[src/rtl/mul_div_pkg.sv]
// Shared encodings and width defaults for the iterative multiply/divide unit.
// Widths must stay in step with reg_file.
package mul_div_pkg;

    localparam int MD_DATA_WIDTH = 32;
    localparam int MD_ADDR_WIDTH = 5;

    typedef enum logic [1:0] {
        OP_MULU = 2'b00,
        OP_MUL  = 2'b01,
        OP_DIVU = 2'b10,
        OP_DIV  = 2'b11
    } op_e;

    typedef enum logic [1:0] {
        S_IDLE = 2'b00,
        S_BUSY = 2'b01,
        S_DONE = 2'b10
    } state_e;

endpackage

[src/rtl/mul_div_unit_sign_fix.sv]
// Conditional two's-complement negation. The carry-in lets the upper word of a
// double-width value be negated using the borrow from the lower word.
module sign_fix #(
    parameter int WIDTH = 32
) (
    input  logic [WIDTH-1:0] val,
    input  logic             neg,
    input  logic             cin,
    output logic [WIDTH-1:0] res
);

    assign res = neg ? (~val + WIDTH'(cin)) : val;

endmodule

[src/rtl/mul_div_unit.sv]
// Radix-2 iterative 32-bit multiply/divide unit feeding the reg_file write-back path.
// Magnitudes are processed unsigned; signs are applied once at completion.
module mul_div_unit #(
    parameter int DATA_WIDTH = mul_div_pkg::MD_DATA_WIDTH,
    parameter int ADDR_WIDTH = mul_div_pkg::MD_ADDR_WIDTH
) (
    input  logic                  clk,
    input  logic                  rst_n,
    input  logic                  in_valid,
    output logic                  in_ready,
    input  logic [1:0]            op,
    input  logic [DATA_WIDTH-1:0] src_a,
    input  logic [DATA_WIDTH-1:0] src_b,
    input  logic [ADDR_WIDTH-1:0] dst,
    output logic                  out_valid,
    input  logic                  out_ready,
    output logic [DATA_WIDTH-1:0] out_hi,
    output logic [DATA_WIDTH-1:0] out_lo,
    output logic [ADDR_WIDTH-1:0] out_waddr,
    output logic [1:0]            state_dbg
);
    import mul_div_pkg::*;

    localparam int CW = $clog2(DATA_WIDTH);

    // Handshake: a transfer happens on a rising edge where valid && ready are
    // both high; valid, once raised, holds its payload stable until that edge.
    state_e                state_q, state_d;
    logic                  is_div_q, neg_lo_q, neg_hi_q;
    logic [DATA_WIDTH-1:0] acc_q, q_q, b_q;
    logic [CW-1:0]         cnt_q;

    logic                  is_signed, is_div, sa, sb, div_by_zero, accept, last;
    logic [DATA_WIDTH-1:0] abs_a, abs_b;
    logic [DATA_WIDTH:0]   mul_sum, rem_sh, diff;
    logic [DATA_WIDTH-1:0] acc_n, q_n, fix_hi, fix_lo;
    logic                  ge, hi_cin;

    assign in_ready  = (state_q == S_IDLE);
    assign out_valid = (state_q == S_DONE);
    assign state_dbg = state_q;

    assign is_signed   = (op == OP_MUL) || (op == OP_DIV);
    assign is_div      = (op == OP_DIVU) || (op == OP_DIV);
    assign sa          = is_signed & src_a[DATA_WIDTH-1];
    assign sb          = is_signed & src_b[DATA_WIDTH-1];
    assign div_by_zero = is_div && (src_b == '0);
    assign accept      = in_ready && in_valid;
    assign last        = (cnt_q == CW'(DATA_WIDTH-1));

    sign_fix #(.WIDTH(DATA_WIDTH)) u_abs_a (.val(src_a), .neg(sa), .cin(1'b1), .res(abs_a));
    sign_fix #(.WIDTH(DATA_WIDTH)) u_abs_b (.val(src_b), .neg(sb), .cin(1'b1), .res(abs_b));

    // Multiply: {acc, q} shifts right, adding b when the multiplier LSB is set.
    // Divide: {acc, q} shifts left, restoring subtract of b into acc.
    always_comb begin
        mul_sum = {1'b0, acc_q} + (q_q[0] ? {1'b0, b_q} : '0);
        rem_sh  = {acc_q, q_q[DATA_WIDTH-1]};
        diff    = rem_sh - {1'b0, b_q};
        ge      = ~diff[DATA_WIDTH];
        if (is_div_q) begin
            acc_n = ge ? diff[DATA_WIDTH-1:0] : rem_sh[DATA_WIDTH-1:0];
            q_n   = {q_q[DATA_WIDTH-2:0], ge};
        end else begin
            acc_n = mul_sum[DATA_WIDTH:1];
            q_n   = {mul_sum[0], q_q[DATA_WIDTH-1:1]};
        end
    end

    // A double-width negation carries into hi only when lo is zero.
    assign hi_cin = is_div_q ? 1'b1 : (q_n == '0);

    sign_fix #(.WIDTH(DATA_WIDTH)) u_fix_lo (.val(q_n),   .neg(neg_lo_q), .cin(1'b1),   .res(fix_lo));
    sign_fix #(.WIDTH(DATA_WIDTH)) u_fix_hi (.val(acc_n), .neg(neg_hi_q), .cin(hi_cin), .res(fix_hi));

    always_comb begin
        state_d = state_q;
        case (state_q)
            S_IDLE:  if (in_valid) state_d = div_by_zero ? S_DONE : S_BUSY;
            S_BUSY:  if (last) state_d = S_DONE;
            S_DONE:  if (out_ready) state_d = S_IDLE;
            default: state_d = S_IDLE;
        endcase
    end

    always_ff @(posedge clk or negedge rst_n) begin
        if (!rst_n) begin
            state_q <= S_IDLE;
        end else begin
            state_q <= state_d;
        end
    end

    always_ff @(posedge clk or negedge rst_n) begin
        if (!rst_n) begin
            is_div_q  <= 1'b0;
            neg_lo_q  <= 1'b0;
            neg_hi_q  <= 1'b0;
            acc_q     <= '0;
            q_q       <= '0;
            b_q       <= '0;
            cnt_q     <= '0;
            out_hi    <= '0;
            out_lo    <= '0;
            out_waddr <= '0;
        end else if (accept) begin
            is_div_q  <= is_div;
            neg_lo_q  <= sa ^ sb;
            neg_hi_q  <= is_div ? sa : (sa ^ sb);
            acc_q     <= '0;
            q_q       <= abs_a;
            b_q       <= abs_b;
            cnt_q     <= '0;
            out_waddr <= dst;
            if (div_by_zero) begin
                out_hi <= src_a;
                out_lo <= '1;
            end
        end else if (state_q == S_BUSY) begin
            acc_q <= acc_n;
            q_q   <= q_n;
            cnt_q <= cnt_q + 1'b1;
            if (last) begin
                out_hi <= fix_hi;
                out_lo <= fix_lo;
            end
        end
    end

endmodule

[config.mk]
export PLATFORM = sky130hd
export DESIGN_NAME = mul_div_unit
export DESIGN_NICKNAME = d
export VERILOG_FILES = /design/src/rtl/mul_div_pkg.sv /design/src/rtl/mul_div_unit_sign_fix.sv /design/src/rtl/mul_div_unit.sv
export SDC_FILE = /design/constraint.sdc
export NUM_CORES = 1
export LEC_CHECK = 0
export CORE_MARGIN = 1.5
export CORE_UTILIZATION = 37
export CTS_BUF_LIST = sky130_fd_sc_hd__clkbuf_4 sky130_fd_sc_hd__clkbuf_8
export CTS_CLUSTER_DIAMETER = 100
export DETAILED_ROUTE_END_ITERATION = 12
export SLEW_MARGIN = 20
export SYNTH_ARGS = -nofsm -noshare
export SYNTH_HDL_FRONTEND = slang
export SYNTH_HIERARCHICAL = 1
export SYNTH_SLANG_ARGS = --single-unit
[constraint.sdc]
create_clock -name clk -period 4.8 [get_ports clk]
set_input_delay 0.48 -clock clk [delete_from_list [all_inputs] [get_ports clk]]
set_output_delay 0.48 -clock clk [all_outputs]
set_load 0.005 [all_outputs]
==> flow_metrics.tcl, run 1 <==
set metrics [dict create \
    status "complete, but fails checks" \
    violations "negative hold slack" \
    cp_cell_sequence "and2_1 -> ha_1 -> fa_1 -> a21o_1 -> a221oi_2 -> buf_4 -> o211ai_1 -> a21boi_1 -> buf_4 -> o21ai_1 -> a21o_1 -> a21oi_1 -> xor2_1 -> mux2i_2 -> nor3_4 -> nand2_1 -> o41ai_2 -> xnor2_1 -> nand2_1 -> a31oi_1" \
    grt_pass1_vias 13510 \
    avgSynthCellArea_sq_um 8.139 \
    period_minus_slack_ps 4549 \
    p_per_area_nw_per_um2 878.3 \
    slew_violations 0 \
    first_pass_iters 6 \
    cts-root-buf "clkbuf_8" \
    stdcell_count 2554 \
    crit_start "b_q[0]" \
    reg2reg_slack_ps 250 \
    syn_area_sq_um 15160 \
    hold_buffers 0 \
    clock_latency_ps 530 \
    synth_compound_area_share_pct 22.37 \
    core_area_sq_um 40100 \
    gp_congestion 0.9069 \
    placed_cell_area_sq_um 17370 \
    grt_pass1_wl_mm 75.48 \
    initial_core_util_pct 37.81 \
    synth_edf_count 0 \
    num-fill-cells 4017 \
    synthSimpleGateAreaFrac_pct 22.14 \
    seq_power_share_pct 18.0 \
    tns_ps 0 \
    setup_violations 0 \
    synth_top_family_by_area "compound AO/OA/AOI/OAI gates" \
    synthXorXnorAreaFrac_pct 10.17 \
    rows 73 \
    numCtsBuffers 17 \
    final_cell_area_sq_um 18060 \
    relSlewSlack_pct 26.24 \
    nets 2170 \
    synth-seq-cells 175 \
    antenna_found_initial 2 \
    track_usage_pct 22.98 \
    total_power_w 0.01586 \
    layout_common_cells "271 x nand2_1, 177 x nor2_1, 173 x dfrtp_1, 151 x xnor2_1, 146 x clkdlybuf4s50_1" \
    dp.cells 2510 \
    synth_fa_ha_area_share_pct 6.701 \
    sw_frac_of_total_pct 50.73 \
    arrival_ps 5000 \
    grt_overflow 0 \
    skew_ps 21.29 \
    syn_to_final_growth_pct 19.09 \
    internal_power_w 0.007814 \
    reg2reg_depth 20 \
    slowest_stage "dfrtp_1" \
    place_hpwl_mm 37.58 \
    max_freq_ghz 0.2198 \
    synth_cell_types 89 \
    critPathLaunchType "flop" \
    die_h_microns 205.4 \
    ys.warnings.count 6 \
    avgRoutedWirePerCell_microns 19.02 \
    die_area_sq_um 42200 \
    viasPerCell 5.607 \
    reg2reg_from "b_q[0]" \
    worst_slack_ps 251.1 \
    ios 148 \
    netlist_instances 1863 \
    synth.area.mux_share_pct 4.217 \
    cts_tree "done" \
    end_kind "flop" \
    p_clk_share_pct 6.9 \
    wl_mm 48.58 \
    regToRegEndpoint "out_hi[26]" \
    grt_max_degree 90 \
    drv_cap 0 \
    seq_area_frac_synth_pct 28.88 \
    worstSetupEndpoint "out_hi[26]" \
    clkTransAtPathRegs_ps 110 \
    cts.sinks 175 \
    route.detailed.drc 0 \
    switchingPower_w 0.008045 \
    place_ws_ps 17.84 \
    worstMarginPinSlew_ps 1106 \
    p_leak_nw 7.567 \
    ant_nets 0 \
    share_comb_of_total_power_pct 75.1 \
    synthArstFlopShare_pct 100.0 \
    first_iter_violations 1275 \
    drive_gt1_share_pct 11.09 \
    vias 14320 \
    finalCritPeriodShare_pct 94.77 \
    critical_path_class "flop to flop" \
    htree_levels 4 \
    hold_class "input pin to async pin" \
    port_buffers 147 \
    critPathMaxStageDelay_ps 440 \
    cts_max_path_buffers 2 \
    synth_ff_type "dfrtp_1" \
    layout_commonest_cell "nand2_1" \
    critPathRequiredTime_ps 5250 \
    hold_viol 13 \
    max-vdd-ir-drop_mv 0.3624 \
    die_w_microns 205.4 \
    hold_ws_ps -30.19 \
    cp_max_fo 5 \
]
-- synthesized netlist by cell type, types with 6 or more instances --
cell       number  share of area (%)
clkbuf_1       70                1.7
mux2i_1        47                3.1
o211ai_1        6               0.30
or3_1           7               0.29
a21o_1         35                1.7
xnor2_1       152                8.8
nand4_1        29                1.2
nor3_4          6               0.64
a22oi_1         8               0.40
nand3_1        34                1.1
mux2_2         14                1.0
a221o_1        24                1.6
o31ai_1        37                1.8
o21ai_1        19               0.63
inv_1          82                2.0
nand2_1       274                6.8
nor4_1         16               0.66
and2_1         39                1.6
clkbuf_8        6               0.54
nor3_1         23               0.76
a21oi_1       100                3.3
nand2b_1       16               0.66
buf_1           8               0.20
o41ai_1        28                1.6
o21a_1         13               0.64
buf_6           7               0.52
a211oi_1        9               0.45
nor2_1        179                4.4
dfrtp_1       175                 29
o21bai_1        6               0.30
a31oi_1        43                1.8
xor2_1         24                1.4
or4_1           6               0.30
o2bb2ai_1      15               0.87
ha_1           78                6.4
o41ai_2        11                1.2
o21ai_0       102                3.4
nor2b_1         9               0.37
nand3b_1        7               0.35
-- critical path: cells and delay by family (launching register included) --
family	cells	cell delay (ps)
AO/OA/AOI/OAI	9	1730
XOR/XNOR	2	450
adder cells (fa/ha/maj)	2	620
buffers and inverters	2	310
flip-flops	1	440
multiplexers	1	160
AND/OR/NAND/NOR	4	780
-- cell type report --
class,count,area (sq um),share of cell area [%]
Antenna cell,1,2.502,0.01386
Clock buffer,19,249.0,1.379
Multi-Input combinational cell,1510,10210,56.54
Timing Repair Buffer,228,2097,11.61
Clock inverter,13,148.9,0.8246
Tap cell,525,656.9,3.638
Sequential cell,175,4382,24.27
Inverter,83,311.5,1.725
-- layer usage --
layer | track usage (%) | wire, microns | vias to the layer above
li1 | - | - | 6948
met1 | 32.79 | 22870 | 6885
met2 | 35.77 | 21650 | 447
met3 | 4.371 | 3288 | 41
met4 | 5.188 | 765 | 0
met5 | 0 | 0 | -
-- kinds of logic (layout without fill, tap and decap cells) --
group,Yosys count,count (layout)
XOR/XNOR,176,176
adder cells (fa/ha/maj),80,80
AND/OR/NAND/NOR,694,695
buffers and inverters,184,343
other,1,7
flip-flops,175,175
AO/OA/AOI/OAI,491,491
multiplexers,62,62
-- through the flow --
| step | utilization, % | hold slack, ps |
|---|---|---|
| floorplan | - | 184.4 |
| global placement | 43.32 | 460.4 |
| detailed placement | 43.32 | 465.4 |
| CTS | 44.33 | 9.607 |
| global route | 45.02 | 9.029 |
| finish | 45.03 | -30.19 |
-- sequential cells by signal (all words and copies together), names as in the netlist, 2 cells and up --
register and count:
acc_q 32, cnt_q 5, out_lo 32, state_dbg 2, q_q 32, out_hi 32
b_q 32, out_waddr 5
-- worst min path at each step --
stage / to / startpoint
after detailed placement: out_waddr[2] / out_waddr[2]
after global placement: out_waddr[3] / out_waddr[3]
after floorplan: acc_q[0] / rst_n
final: out_hi[5] / rst_n
after CTS: q_q[18] / rst_n
after global routing: out_hi[5] / rst_n
-- repair_timing --
item | in CTS | in global routing
setup endpoints to repair | 1 | 35
hold endpoints to repair | 0 | 0
gates resized for setup | 1 | 33
pin swaps | 0 | 11
setup buffers | 0 | 10
gates cloned | 0 | 1
-- power groups by stage --
| stage | Sequential [W] | Clock, W | Combinational [W] |
|---|---|---|---|
| final | 0.00285 | 0.00110 | 0.0119 |
| after CTS | 0.00283 | 0.00113 | 0.0114 |
| after global routing | 0.00293 | 0.00120 | 0.0131 |
| after detailed placement | 0.00285 | 0 | 0.0114 |
| after floorplan | 0.00256 | 0 | 0.00812 |
| after global placement | 0.00285 | 0 | 0.0113 |
Power figures use the tool's default switching activity.
==> run 2: changes to the inputs <==
Settings changed: CORE_ASPECT_RATIO set to 1.25, CORE_UTILIZATION 37 to 43, PLACE_DENSITY set to 0.65.
Clock period 4.8 ns to 3.81 ns, I/O delays scaled along.
==> flow_metrics.tcl, run 2 (synthesis results as in run 1) <==
set metrics [dict create \
    status "complete, but fails checks" \
    violations "negative hold slack, negative setup slack" \
    grt_pass1_vias 15060 \
    slew_violations 0 \
    wl_mm 49.98 \
    p_leak_nw 9.248 \
    hold_class "input pin to async pin" \
    viasPerCell 5.559 \
    worstMarginPinSlew_ps 941.5 \
    cts-root-buf "clkbuf_8" \
    die_area_sq_um 36400 \
    first_iter_violations 960 \
    relSlewSlack_pct 37.23 \
    slowest_stage "dfrtp_1" \
    clock_latency_ps 520 \
    syn_to_final_growth_pct 38.93 \
    numCtsBuffers 17 \
    first_pass_iters 5 \
    max_freq_ghz 0.2348 \
    place_hpwl_mm 38.65 \
    cts.sinks 175 \
    drive_gt1_share_pct 25.81 \
    cts_max_path_buffers 2 \
    drv_cap 0 \
    route.detailed.drc 0 \
    critPathRequiredTime_ps 4250 \
    cts_tree "done" \
    period_minus_slack_ps 4259 \
    rsz0062_at_grt "yes" \
    n_antenna_cell 0 \
    rows 76 \
    ios 148 \
    p_per_area_nw_per_um2 1183 \
    htree_levels 4 \
    port_buffers 147 \
    avgRoutedWirePerCell_microns 17.92 \
    cp_common_cell "buf_6" \
    cp_max_fo 8 \
    vias 15510 \
    ant_nets 0 \
    grt_overflow 0 \
    worst_slack_ps -449.0 \
    cp_cell_sequence "inv_2 -> ha_4 -> inv_2 -> fa_2 -> a211oi_2 -> nor2_2 -> o211ai_1 -> nand2_2 -> a31oi_4 -> xnor2_4 -> buf_12 -> buf_6 -> mux2i_1 -> a21oi_2 -> nor3_4 -> buf_6 -> nand4b_4 -> buf_12 -> buf_6 -> o41ai_4 -> xnor2_1 -> nand2_1 -> a31oi_1" \
    critical_path_class "flop to flop" \
    layout_commonest_cell "buf_4" \
    gp_congestion 0.9385 \
    grt_pass1_wl_mm 78.22 \
    critPathLaunchType "flop" \
    arrival_ps 4700 \
    die_w_microns 171.0 \
    hold_ws_ps -49.57 \
    initial_core_util_pct 43.80 \
    hold_viol 19 \
    grt_max_degree 157 \
    layout_common_cells "346 x buf_4, 264 x nand2_1, 174 x nor2_1, 173 x dfrtp_1, 149 x xnor2_1" \
    finalCritPeriodShare_pct 111.8 \
    clkTransAtPathRegs_ps 100 \
    setup_violations 45 \
    track_usage_pct 27.63 \
    nets 2463 \
    core_area_sq_um 34610 \
    antenna_found_initial 0 \
    total_power_w 0.02493 \
    hold_buffers 0 \
    skew_ps 16.85 \
    max-vdd-ir-drop_mv 0.5034 \
    end_kind "flop" \
    critPathMaxStageDelay_ps 400 \
    die_h_microns 212.9 \
]
[run 2: timing repair]
item                       4_1_cts  5_1_grt
buffers inserted                20       16
setup endpoints to repair       60       60
pin swaps                       36       53
gates resized for setup         57       73
gates cloned                     2        0
[run 2: metal layers]
| layer | track usage (%) | part of all wire, % | vias up |
|---|---|---|---|
| li1 | - | - | 7536 |
| met1 | 33.93 | 43 | 7440 |
| met2 | 49.33 | 50 | 439 |
| met3 | 2.892 | 3.9 | 90 |
| met4 | 11.07 | 3.6 | 0 |
| met5 | 0 | 0 | - |
[run 2: where the power goes]
part	internal, W	switching, W
Sequential	0.00272	0.000844
Clock	0.000782	0.000765
Combinational	0.00988	0.00993
Total	0.0134	0.0115
[run 2: worst max-delay path, delay by kind of cell (launching register included)]
family / cells / cell delay [ps]
compound gates: 6 / 1210
mux: 1 / 230
simple gates: 5 / 640
flops: 1 / 400
xor+xnor: 2 / 370
fa+ha+maj: 2 / 500
buf+inv: 7 / 840
[run 2: final cells by class]
| cell class | count | area, sq um |
|---|---|---|
| Fill cell | 3096 | 13550 |
| Multi-Input combinational cell | 1510 | 10840 |
| Timing Repair Buffer | 521 | 4484 |
| Sequential cell | 175 | 4384 |
| Tap cell | 468 | 585.6 |
| Inverter | 83 | 314.1 |
| Clock buffer | 22 | 284.0 |
| Clock inverter | 10 | 173.9 |
[run 2: final timing paths]
kind                            slack, ps         start  cells past startpoint            to
worst max-delay path                 -450       q_q[31]                     23    out_hi[19]
worst max register to register       -450       q_q[31]                     23    out_hi[19]
worst min register to register        490  out_waddr[3]                      2  out_waddr[3]
min in group clk                      390        dst[0]                      3  out_waddr[0]
worst min-delay path                  -50         rst_n                      1     out_lo[5]
max in group asynchronous            2990         rst_n                      2    out_lo[29]
[run 2: stage by stage]
stage | setup WS, ps | area, sq um | utilization, % | cells | setup TNS, ps
6_report | -449.0 | 21060 | 60.86 | 2789 | -11840
3_5_place_dp | -626.1 | 19640 | 56.74 | 2724 | -20380
3_3_place_gp | -549.5 | 19640 | 56.74 | 2724 | -19060
4_1_cts | -396.8 | 20620 | 59.56 | 2778 | -11070
2_1_floorplan | -230.6 | 15410 | - | 1868 | -2749
5_1_grt | -644.0 | 21060 | 60.86 | 2789 | -21450
